===== config.mk =====
export PLATFORM = sky130hd
export DESIGN_NAME = apb_rr_master
export DESIGN_NICKNAME = d
export VERILOG_FILES = /design/src/rtl/apb_rr_master.sv
export SDC_FILE = /design/constraint.sdc
export NUM_CORES = 1
export LEC_CHECK = 0
export CORE_MARGIN = 3
export CORE_UTILIZATION = 42
export CTS_BUF_LIST = sky130_fd_sc_hd__clkbuf_8
export CTS_CLUSTER_DIAMETER = 80
export DETAILED_ROUTE_END_ITERATION = 7
export GPL_TIMING_DRIVEN = 0
export PLACE_DENSITY_LB_ADDON = 0.2
export SYNTH_ARGS = -nofsm -noshare
export SYNTH_HDL_FRONTEND = slang
export SYNTH_SLANG_ARGS = --single-unit

===== constraint.sdc =====
create_clock -name pclk -period 5.25 [get_ports pclk]
set_clock_uncertainty 0.1 [all_clocks]
set_input_delay 1.05 -clock pclk [delete_from_list [all_inputs] [get_ports pclk]]
set_output_delay 1.05 -clock pclk [all_outputs]
set_load 0.005 [all_outputs]

===== src/rtl/apb_rr_master.sv =====
// APB master shared by NUM_REQ requesters through a round-robin arbiter.
// Runs the SETUP/ACCESS sequence and aborts an ACCESS that stalls past TIMEOUT cycles.
module apb_rr_master #(
  parameter int NUM_REQ = 4,
  parameter int ADDR_W  = 8,
  parameter int DATA_W  = 32,
  parameter int TIMEOUT = 16
) (
  input  logic                      pclk,
  input  logic                      presetn,
  input  logic [NUM_REQ-1:0]        req_valid,
  input  logic [NUM_REQ-1:0]        req_write,
  input  logic [NUM_REQ*ADDR_W-1:0] req_addr,
  input  logic [NUM_REQ*DATA_W-1:0] req_wdata,
  output logic [NUM_REQ-1:0]        req_grant,
  output logic [NUM_REQ-1:0]        rsp_valid,
  output logic [DATA_W-1:0]         rsp_rdata,
  output logic                      rsp_err,
  output logic                      psel,
  output logic                      penable,
  output logic                      pwrite,
  output logic [ADDR_W-1:0]         paddr,
  output logic [DATA_W-1:0]         pwdata,
  input  logic [DATA_W-1:0]         prdata,
  input  logic                      pready,
  input  logic                      pslverr,
  output logic [1:0]                dbg_state
);

  localparam int RR_W   = (NUM_REQ > 1) ? $clog2(NUM_REQ) : 1;
  localparam int WAIT_W = $clog2(TIMEOUT + 1);

  // Handshake: a requester holds req_valid and payload until its one-cycle
  // req_grant pulse; completion is a one-cycle rsp_valid pulse carrying
  // rsp_rdata/rsp_err. The APB side uses plain psel/penable/pready.
  typedef enum logic [1:0] {IDLE = 2'd0, SETUP = 2'd1, ACCESS = 2'd2} state_t;

  state_t              state_q, state_d;
  logic [RR_W-1:0]     rr_q, rr_d;
  logic [RR_W-1:0]     sel_q, sel_d;
  logic [WAIT_W-1:0]   wait_q, wait_d;
  logic                psel_q, psel_d, penable_q, penable_d, pwrite_q, pwrite_d;
  logic [ADDR_W-1:0]   paddr_q, paddr_d;
  logic [DATA_W-1:0]   pwdata_q, pwdata_d;
  logic [NUM_REQ-1:0]  grant_q, grant_d, rsp_valid_q, rsp_valid_d;
  logic [DATA_W-1:0]   rsp_rdata_q, rsp_rdata_d;
  logic                rsp_err_q, rsp_err_d;
  logic                pick_found;
  logic [RR_W-1:0]     pick_idx;

  // First requesting index at or after rr_q, wrapping around.
  always_comb begin
    pick_found = 1'b0;
    pick_idx   = '0;
    for (int i = 0; i < NUM_REQ; i++) begin
      if (!pick_found && req_valid[(int'(rr_q) + i) % NUM_REQ]) begin
        pick_found = 1'b1;
        pick_idx   = RR_W'((int'(rr_q) + i) % NUM_REQ);
      end
    end
  end

  always_comb begin
    state_d     = state_q;
    rr_d        = rr_q;
    sel_d       = sel_q;
    wait_d      = wait_q;
    psel_d      = psel_q;
    penable_d   = penable_q;
    pwrite_d    = pwrite_q;
    paddr_d     = paddr_q;
    pwdata_d    = pwdata_q;
    grant_d     = '0;
    rsp_valid_d = '0;
    rsp_rdata_d = rsp_rdata_q;
    rsp_err_d   = rsp_err_q;
    case (state_q)
      IDLE: begin
        psel_d    = 1'b0;
        penable_d = 1'b0;
        pwrite_d  = 1'b0;
        if (pick_found) begin
          sel_d    = pick_idx;
          grant_d  = NUM_REQ'(1) << pick_idx;
          paddr_d  = req_addr[int'(pick_idx)*ADDR_W +: ADDR_W];
          pwdata_d = req_wdata[int'(pick_idx)*DATA_W +: DATA_W];
          pwrite_d = req_write[pick_idx];
          psel_d   = 1'b1;
          rr_d     = (pick_idx == RR_W'(NUM_REQ - 1)) ? '0 : pick_idx + 1'b1;
          state_d  = SETUP;
        end
      end
      SETUP: begin
        penable_d = 1'b1;
        wait_d    = '0;
        state_d   = ACCESS;
      end
      ACCESS: begin
        if (pready) begin
          psel_d      = 1'b0;
          penable_d   = 1'b0;
          pwrite_d    = 1'b0;
          rsp_valid_d = NUM_REQ'(1) << sel_q;
          rsp_err_d   = pslverr;
          rsp_rdata_d = pwrite_q ? '0 : prdata;
          state_d     = IDLE;
        end else if (wait_q == WAIT_W'(TIMEOUT - 1)) begin
          // Slave never answered: release the bus and report an error.
          psel_d      = 1'b0;
          penable_d   = 1'b0;
          pwrite_d    = 1'b0;
          rsp_valid_d = NUM_REQ'(1) << sel_q;
          rsp_err_d   = 1'b1;
          rsp_rdata_d = '0;
          state_d     = IDLE;
        end else begin
          wait_d = wait_q + 1'b1;
        end
      end
      default: state_d = IDLE;
    endcase
  end

  always_ff @(posedge pclk) begin
    if (!presetn) begin
      state_q     <= IDLE;
      rr_q        <= '0;
      sel_q       <= '0;
      wait_q      <= '0;
      psel_q      <= 1'b0;
      penable_q   <= 1'b0;
      pwrite_q    <= 1'b0;
      paddr_q     <= '0;
      pwdata_q    <= '0;
      grant_q     <= '0;
      rsp_valid_q <= '0;
      rsp_rdata_q <= '0;
      rsp_err_q   <= 1'b0;
    end else begin
      state_q     <= state_d;
      rr_q        <= rr_d;
      sel_q       <= sel_d;
      wait_q      <= wait_d;
      psel_q      <= psel_d;
      penable_q   <= penable_d;
      pwrite_q    <= pwrite_d;
      paddr_q     <= paddr_d;
      pwdata_q    <= pwdata_d;
      grant_q     <= grant_d;
      rsp_valid_q <= rsp_valid_d;
      rsp_rdata_q <= rsp_rdata_d;
      rsp_err_q   <= rsp_err_d;
    end
  end

  assign req_grant = grant_q;
  assign rsp_valid = rsp_valid_q;
  assign rsp_rdata = rsp_rdata_q;
  assign rsp_err   = rsp_err_q;
  assign psel      = psel_q;
  assign penable   = penable_q;
  assign pwrite    = pwrite_q;
  assign paddr     = paddr_q;
  assign pwdata    = pwdata_q;
  assign dbg_state = state_q;

endmodule

==> impl_metrics.py, run 1 <==
metrics = {
    "status": {
        "status": "finished, final reports clean",
    },
    "clock_network": {
        "clock_tree_from_tritoncts": "yes",
        "h-tree-depth": 3,
        "cts_made_buffers": 9,
        "clk_root_buffer_cell": "sky130_fd_sc_hd__clkbuf_8",
        "insertion_delay_ps": 360,
        "ctsResizeCount": 0,
        "post_cts.repair.setup_buffers": 0,
        "cts.sinks": 95,
        "clk_path_buf_depth": 2,
        "cts_hold_buffers_added": 0,
        "clk_pin_slew_ps": 90,
    },
    "synth": {
        "synth_cell_type_count": 37,
        "synth_top_area_share_pct": 38.90,
        "synth_top_cells_by_area": "sky130_fd_sc_hd__dfxtp_1, sky130_fd_sc_hd__a21boi_0, sky130_fd_sc_hd__mux2i_1, sky130_fd_sc_hd__o211ai_1, sky130_fd_sc_hd__nand2_1",
        "fraction_of_the_yosys_area_taken_by_sequential_cells_pct": 38.90,
        "synth-main-ff-cell": "sky130_fd_sc_hd__dfxtp_1",
        "synthesis.instances": 574,
        "count_of_flip_flops_with_a_built_in_enable_after_synthesis": 0,
        "yosys_register_bits": 95,
        "synth.avg_cell_area_um2": 8.516,
        "number_of_warnings_issued_by_yosys": 0,
        "post-synth-top-area-cell": "sky130_fd_sc_hd__dfxtp_1",
        "synth.cell_area_um2": 4888,
        "post_synthesis_net_count": 780,
        "share_of_synthesized_flip_flops_with_an_asynchronous_set_or_reset_pct": 0,
    },
    "routing": {
        "wire_per_inst_um": 16.95,
        "vias_per_cell": 5.299,
        "initialDrtViolationCount": 284,
        "drt-pass1-iter-count": 5,
        "detailroute.via_count": 5400,
        "postRouteWirelength_mm": 17.28,
        "drc_errors": 0,
        "detail-route-antenna-nets": 0,
    },
    "power_and_ir_drop": {
        "power_switching_mw": 0.6022,
        "peakVddDrop_mv": 0.1382,
        "static-leakage-power_nw": 3.023,
        "comb_power_share_pct": 35.0,
        "power.share.switching_pct": 30.27,
        "design_power_total_mw": 1.989,
        "p_seq_share_pct": 42.2,
        "power_per_cell_area_nw_per_um2": 244.4,
        "internal_power_mw": 1.387,
        "share_clk_of_total_power_pct": 22.8,
    },
    "floorplanning": {
        "placement_rows": 38,
        "die_width_um": 113.9,
        "floorplan_die_area_um2": 12970,
        "io-pin-count": 290,
        "die-height_um": 113.9,
        "design.core.area_um2": 11130,
        "initial_utilization_pct": 43.94,
    },
    "grt": {
        "number_of_antenna_violations_at_the_first_check_in_global_routing": 0,
        "grt_pass1_vias": 5507,
        "global_route.usage.total_pct": 25.68,
        "grt_start_max_net_pins": 17,
        "grt_pass1_wl_mm": 26.71,
        "gr-total-overflow": 0,
    },
    "setup_path": {
        "ff2ff_path_depth": 6,
        "critical_path.n_buffers_inverters": 2,
        "arrival_ps": 3510,
        "cp-startpoint": "presetn",
        "r2r_end": "pwdata[27]",
        "path_depth": 7,
        "critPathMaxStageDelay_ps": 720,
        "cpMaxStageDelayCell": "sky130_fd_sc_hd__nor3_1",
        "critical_path_start_end_classification": "in -> reg",
        "crit_path_end_kind": "flip-flop",
        "timing.critical_path.cells": "clkdlybuf4s50_1 > nor3b_1 > nand2_1 > nor3_1 > clkbuf_1 > o21ai_0 > o211ai_1",
        "critical_path.startpoint_type": "input port",
        "worst_setup_path_endpoint": "pwdata[27]",
        "crit_path_max_fanout": 10,
        "worst_path_dominant_cell_family": "simple AND/OR/NAND/NOR gates",
        "regToRegStartpoint": "dbg_state[1]",
        "timing.critical_path.required_ps": 5440,
        "setup.reg_to_reg.worst_slack_ps": 2840,
    },
    "placed_design": {
        "hpwl_mm": 13.98,
        "port_buffers": 289,
        "routabilityCongestion": 0.9265,
    },
    "sta": {
        "max-slew-margin-rel_pct": 43.25,
        "hold_viol": 0,
        "grt_setup_unrepaired": "no",
        "min_period_ps": 3314,
        "fin_setup_tns_ps": 0,
        "finalSetupViolations": 0,
        "final.period_utilization_pct": 63.12,
        "timing.final.max_slew_violations": 0,
        "fin_worst_hold_slack_ps": 370.0,
        "maxClockFrequency_ghz": 0.3018,
        "tightestPinTransition_ps": 844.8,
    },
    "flow_run": {
        "max_cap_viol_count": 0,
    },
    "cells_and_area": {
        "antenna_cells": 0,
        "final_net_count": 1080,
        "area_growth_pct": 66.50,
        "num-fill-cells": 850,
        "post_route_cells_drive_above_1_share_pct": 4.892,
        "multi_input_area_um2": 2693,
        "register_area_um2": 1902,
    },
    "min_path": {
        "min_delay_worst_type": "reg -> reg",
    },
}
-- Yosys cell counts (3+ instances only) --
master,instances
sky130_fd_sc_hd__nand2_1,78
sky130_fd_sc_hd__buf_2,7
sky130_fd_sc_hd__dfxtp_1,95
sky130_fd_sc_hd__nor2_1,11
sky130_fd_sc_hd__o21ai_0,44
sky130_fd_sc_hd__a21oi_1,6
sky130_fd_sc_hd__nand2b_1,6
sky130_fd_sc_hd__o21a_1,4
sky130_fd_sc_hd__nor3b_1,4
sky130_fd_sc_hd__nor2b_1,7
sky130_fd_sc_hd__nor3_1,4
sky130_fd_sc_hd__o211ai_1,41
sky130_fd_sc_hd__or2_2,3
sky130_fd_sc_hd__mux2i_1,43
sky130_fd_sc_hd__nand3_1,36
sky130_fd_sc_hd__and3_1,42
sky130_fd_sc_hd__buf_6,11
sky130_fd_sc_hd__and2_1,4
sky130_fd_sc_hd__a21boi_0,75
sky130_fd_sc_hd__clkbuf_1,33
-- worst min-delay path by stage --
stage	slack (ps)	from	end	cells after the start
2_1_floorplan	340	sel_q[0]	rsp_valid[2]	1
3_3_place_gp	350	rsp_rdata[15]	rsp_rdata[15]	2
3_5_place_dp	360	rsp_rdata[5]	rsp_rdata[5]	2
4_1_cts	370	rsp_rdata[16]	rsp_rdata[16]	2
5_1_grt	390	rsp_rdata[0]	rsp_rdata[0]	2
6_report	370	rsp_rdata[10]	rsp_rdata[10]	2
-- logic make-up (layout without fill, tap and decap cells) --
family	after synthesis	count (layout)	synth area share, %
multiplexers	43	43	8.805
AND/OR/NAND/NOR	204	204	21.14
AO/OA/AOI/OAI	175	175	24.44
XOR/XNOR	1	1	0.1792
adder cells (fa/ha/maj)	2	2	0.5118
buffers and inverters	54	359	6.015
flip-flops	95	95	38.90
-- flip-flops by register name, indices dropped and copies added (netlist names) --
name / cells
pwrite: 1
sel_q: 2
psel: 1
paddr: 8
dbg_state: 2
rsp_err: 1
penable: 1
req_grant: 4
rr_q: 2
rsp_valid: 4
pwdata: 32
rsp_rdata: 32
wait_q: 5
-- metrics by stage --
| stage | util [%] | cells | worst slack [ps] | area [um^2] |
|---|---|---|---|---|
| 6_report | 73.16 | 1019 | 1936 | 8139 |
| 5_1_grt | 73.16 | 1019 | 1839 | 8139 |
| 4_1_cts | 73.16 | 1019 | 2028 | 8139 |
| 3_5_place_dp | 71.51 | 1003 | 1650 | 7956 |
| 3_3_place_gp | 71.51 | 1003 | 1705 | 7956 |
| 2_1_floorplan | - | 574 | 2777 | 4888 |
-- worst reg2reg max path: cells and delay by family, from the launching register on --
kind,cells,cell delay [ps]
AO/OA/AOI/OAI,2,320
buffers and inverters,1,380
flip-flops,1,410
AND/OR/NAND/NOR,3,1120
-- cell type report --
type | count | area share [%]
plain buffers | 51 | 3.474
clock buffers | 10 | 1.691
clock inverters | 6 | 0.5534
inverters | 3 | 0.1384
multi-input cells | 425 | 33.08
flip-flops and latches | 95 | 23.37
well taps | 140 | 2.152
repair buffers | 289 | 35.54
-- cell usage in the layout (no fill, tap or decap), types with 2 or more instances in the layout --
| cell type | synthesis | layout |
|---|---|---|
| sky130_fd_sc_hd__nor3b_1 | 4 | 4 |
| sky130_fd_sc_hd__buf_6 | 11 | 11 |
| sky130_fd_sc_hd__nor2_1 | 11 | 11 |
| sky130_fd_sc_hd__inv_1 | 2 | 3 |
| sky130_fd_sc_hd__clkdlybuf4s50_1 | 0 | 289 |
| sky130_fd_sc_hd__inv_6 | 0 | 2 |
| sky130_fd_sc_hd__o211ai_1 | 41 | 41 |
| sky130_fd_sc_hd__ha_1 | 2 | 2 |
| sky130_fd_sc_hd__o21a_1 | 4 | 4 |
| sky130_fd_sc_hd__dfxtp_1 | 95 | 95 |
| sky130_fd_sc_hd__clkinvlp_4 | 0 | 2 |
| sky130_fd_sc_hd__nand2_1 | 78 | 78 |
| sky130_fd_sc_hd__and3_1 | 42 | 42 |
| sky130_fd_sc_hd__a21oi_1 | 6 | 6 |
| sky130_fd_sc_hd__mux2i_1 | 43 | 43 |
| sky130_fd_sc_hd__buf_2 | 7 | 7 |
| sky130_fd_sc_hd__or2_2 | 3 | 3 |
| sky130_fd_sc_hd__nand2b_1 | 6 | 6 |
| sky130_fd_sc_hd__clkbuf_1 | 33 | 33 |
| sky130_fd_sc_hd__nor2b_1 | 7 | 7 |
| sky130_fd_sc_hd__and2_4 | 2 | 2 |
| sky130_fd_sc_hd__clkbuf_8 | 0 | 10 |
| sky130_fd_sc_hd__and2_1 | 4 | 4 |
| sky130_fd_sc_hd__nor3_1 | 4 | 4 |
| sky130_fd_sc_hd__o21ai_0 | 44 | 44 |
| sky130_fd_sc_hd__nand3_1 | 36 | 36 |
| sky130_fd_sc_hd__a21boi_0 | 75 | 75 |
-- layer usage --
metal	share of wire [%]	GRT usage, %	up-vias
met5	0	0	-
met4	3.4	10.93	0
met3	8.6	7.003	44
met2	51	46.80	253
met1	37	27.85	2448
li1	-	-	2655
-- power by group through the flow --
stage | sequential (mW) | clock, mW | combinational, mW
finish | 0.840 | 0.453 | 0.696
floorplan | 0.855 | 0 | 0.307
detailed placement | 0.856 | 0 | 0.694
global route | 0.850 | 0.491 | 0.751
CTS | 0.840 | 0.460 | 0.697
global placement | 0.852 | 0 | 0.676
(Power assumes the default switching activity.)
==> run 2, diff against run 1 <==
--- a/config.mk
+++ b/config.mk
@@ -6,7 +6,7 @@
 export NUM_CORES = 1
 export LEC_CHECK = 0
 export CORE_MARGIN = 3
-export CORE_UTILIZATION = 42
+export CORE_UTILIZATION = 39
 export CTS_BUF_LIST = sky130_fd_sc_hd__clkbuf_8
 export CTS_CLUSTER_DIAMETER = 80
 export DETAILED_ROUTE_END_ITERATION = 7
==> constraint.sdc (replaced) <==
create_clock -name pclk -period 3.4 [get_ports pclk]
set_clock_uncertainty 0.1 [all_clocks]
set_input_delay 0.68 -clock pclk [delete_from_list [all_inputs] [get_ports pclk]]
set_output_delay 0.68 -clock pclk [all_outputs]
set_load 0.005 [all_outputs]
==> run 2 against run 1 <==
  * Die area grew 7.3%
  * Wire length grew 0.58%
  * Register-to-register slack got worse by 1800 ps
  * Power increased by 59%
  * Critical endpoint is now pwdata[30]
  * Largest cell class unchanged
  * Largest power group unchanged
  * Highest routed layer unchanged
==> impl_metrics.py, run 2 (synthesized netlist as in run 1, its figures left out) <==
metrics = {
    "clock_network": {
        "cts_made_buffers": 9,
        "cts.sinks": 95,
        "clock_tree_from_tritoncts": "yes",
        "insertion_delay_ps": 370,
        "clk_pin_slew_ps": 100,
        "clk_path_buf_depth": 2,
        "clk_root_buffer_cell": "sky130_fd_sc_hd__clkbuf_8",
        "ctsResizeCount": 0,
        "post_cts.repair.setup_buffers": 0,
        "h-tree-depth": 3,
        "cts_hold_buffers_added": 0,
    },
    "cells_and_area": {
        "antenna_cells": 0,
        "post_route_cells_drive_above_1_share_pct": 5.006,
        "multi_input_area_um2": 2693,
        "register_area_um2": 1902,
        "final_net_count": 1080,
        "layout_common_cells": "sky130_fd_sc_hd__clkdlybuf4s50_1, sky130_fd_sc_hd__dfxtp_1, sky130_fd_sc_hd__nand2_1, sky130_fd_sc_hd__a21boi_0, sky130_fd_sc_hd__o21ai_0",
        "final_cell_count_no_fill": 1047,
        "num-fill-cells": 1018,
        "mostFrequentLayoutCell": "sky130_fd_sc_hd__clkdlybuf4s50_1",
        "area_growth_pct": 67.78,
    },
    "power_and_ir_drop": {
        "internal_power_mw": 2.209,
        "power_per_cell_area_nw_per_um2": 386.5,
        "power.share.switching_pct": 30.32,
        "p_seq_share_pct": 40.9,
        "share_clk_of_total_power_pct": 25.3,
        "static-leakage-power_nw": 3.036,
        "power_switching_mw": 0.9610,
        "design_power_total_mw": 3.170,
        "peakVddDrop_mv": 0.1955,
        "comb_power_share_pct": 33.8,
    },
    "placed_design": {
        "routabilityCongestion": 0.8563,
        "preCtsSetupSlack_ps": 208.8,
        "place_inst": 1031,
        "hpwl_mm": 14.01,
        "port_buffers": 289,
    },
    "routing": {
        "postRouteWirelength_mm": 17.38,
        "detailroute.via_count": 5416,
        "detail-route-antenna-nets": 0,
        "drc_errors": 0,
        "initialDrtViolationCount": 221,
        "vias_per_cell": 5.173,
        "drt-pass1-iter-count": 4,
        "wire_per_inst_um": 16.60,
    },
    "floorplanning": {
        "die-height_um": 118.0,
        "design.core.area_um2": 12110,
        "die_width_um": 118.0,
        "placement_rows": 40,
        "io-pin-count": 290,
        "initial_utilization_pct": 40.36,
        "floorplan_die_area_um2": 13910,
    },
    "sta": {
        "max-slew-margin-rel_pct": 50.33,
        "min_period_ps": 2767,
        "grt_setup_unrepaired": "no",
        "setup_ws_ps": 633.3,
        "tightestPinTransition_ps": 739.4,
        "final.period_utilization_pct": 81.37,
        "hold_viol": 0,
        "maxClockFrequency_ghz": 0.3614,
        "fin_setup_tns_ps": 0,
        "timing.final.max_slew_violations": 0,
        "finalSetupViolations": 0,
    },
    "setup_path": {
        "r2r_end": "rsp_rdata[5]",
        "cp-startpoint": "presetn",
        "ff2ff_path_depth": 9,
        "critical_path_start_end_classification": "in -> reg",
        "crit_path_end_kind": "flip-flop",
        "arrival_ps": 2970,
        "setup.reg_to_reg.worst_slack_ps": 1010,
        "crit_path_max_fanout": 10,
        "critical_path.startpoint_type": "input port",
        "regToRegStartpoint": "wait_q[0]",
        "worst_setup_path_endpoint": "pwdata[30]",
        "timing.critical_path.required_ps": 3600,
    },
    "grt": {
        "grt_pass1_vias": 5461,
        "global_route.usage.total_pct": 24.00,
        "gr-total-overflow": 0,
        "number_of_antenna_violations_at_the_first_check_in_global_routing": 0,
        "grt_pass1_wl_mm": 27.29,
        "grt_start_max_net_pins": 19,
    },
    "min_path": {
        "min_delay_worst_type": "reg -> reg",
        "worstHoldStart": "rsp_rdata[24]",
    },
    "flow_run": {
        "max_cap_viol_count": 0,
    },
    "status": {
        "status": "finished, final reports clean",
    },
}
run 2: layer usage:
layer  vias up  share of wire, %  GRT usage (%)
li1       2658                 -              -
met1      2490                38          25.86
met2       236                51          44.20
met3        32               8.6          7.064
met4         0               2.8          8.864
met5         -                 0              0
run 2: worst min path at each step:
| stage | endpoint | cells past startpoint |
|---|---|---|
| 6_report | rsp_rdata[24] | 2 |
| 5_1_grt | rsp_rdata[0] | 2 |
| 4_1_cts | rsp_rdata[22] | 2 |
| 3_5_place_dp | rsp_rdata[14] | 2 |
| 3_3_place_gp | rsp_rdata[30] | 2 |
| 2_1_floorplan | rsp_valid[2] | 1 |
run 2: layout make-up:
| class | count | area share (%) |
|---|---|---|
| Clock buffer | 9 | 1.510 |
| Inverter | 3 | 0.1373 |
| Clock inverter | 7 | 1.053 |
| Tap cell | 168 | 2.563 |
| Timing Repair Buffer | 289 | 35.27 |
| Multi-Input combinational cell | 425 | 32.83 |
| Sequential cell | 95 | 23.19 |
| Buffer | 51 | 3.448 |
run 2: critical path, cell delays in order:
cell and delay [ps]:
sky130_fd_sc_hd__clkdlybuf4s50_1 620, sky130_fd_sc_hd__nor3b_1 210, sky130_fd_sc_hd__nand2_1 130, sky130_fd_sc_hd__nor3_1 640, sky130_fd_sc_hd__clkbuf_1 370, sky130_fd_sc_hd__o21ai_0 190
sky130_fd_sc_hd__o211ai_1 110
run 2: power by group through the flow:
stage,Clock (mW),Combinational [mW],Sequential [mW]
floorplan,0,0.475,1.32
global placement,0,1.05,1.32
detailed placement,0,1.07,1.32
CTS,0.817,1.08,1.30
global route,0.866,1.16,1.31
finish,0.802,1.07,1.30
run 2: per-stage QoR:
stage	cell area [um^2]	utilization [%]	hold WS, ps
finish	8202	67.72	365.1
global placement	7991	65.98	348.8
global route	8202	67.72	395.4
floorplan	4888	-	342.0
detailed placement	7991	65.98	354.2
CTS	8202	67.72	368.4
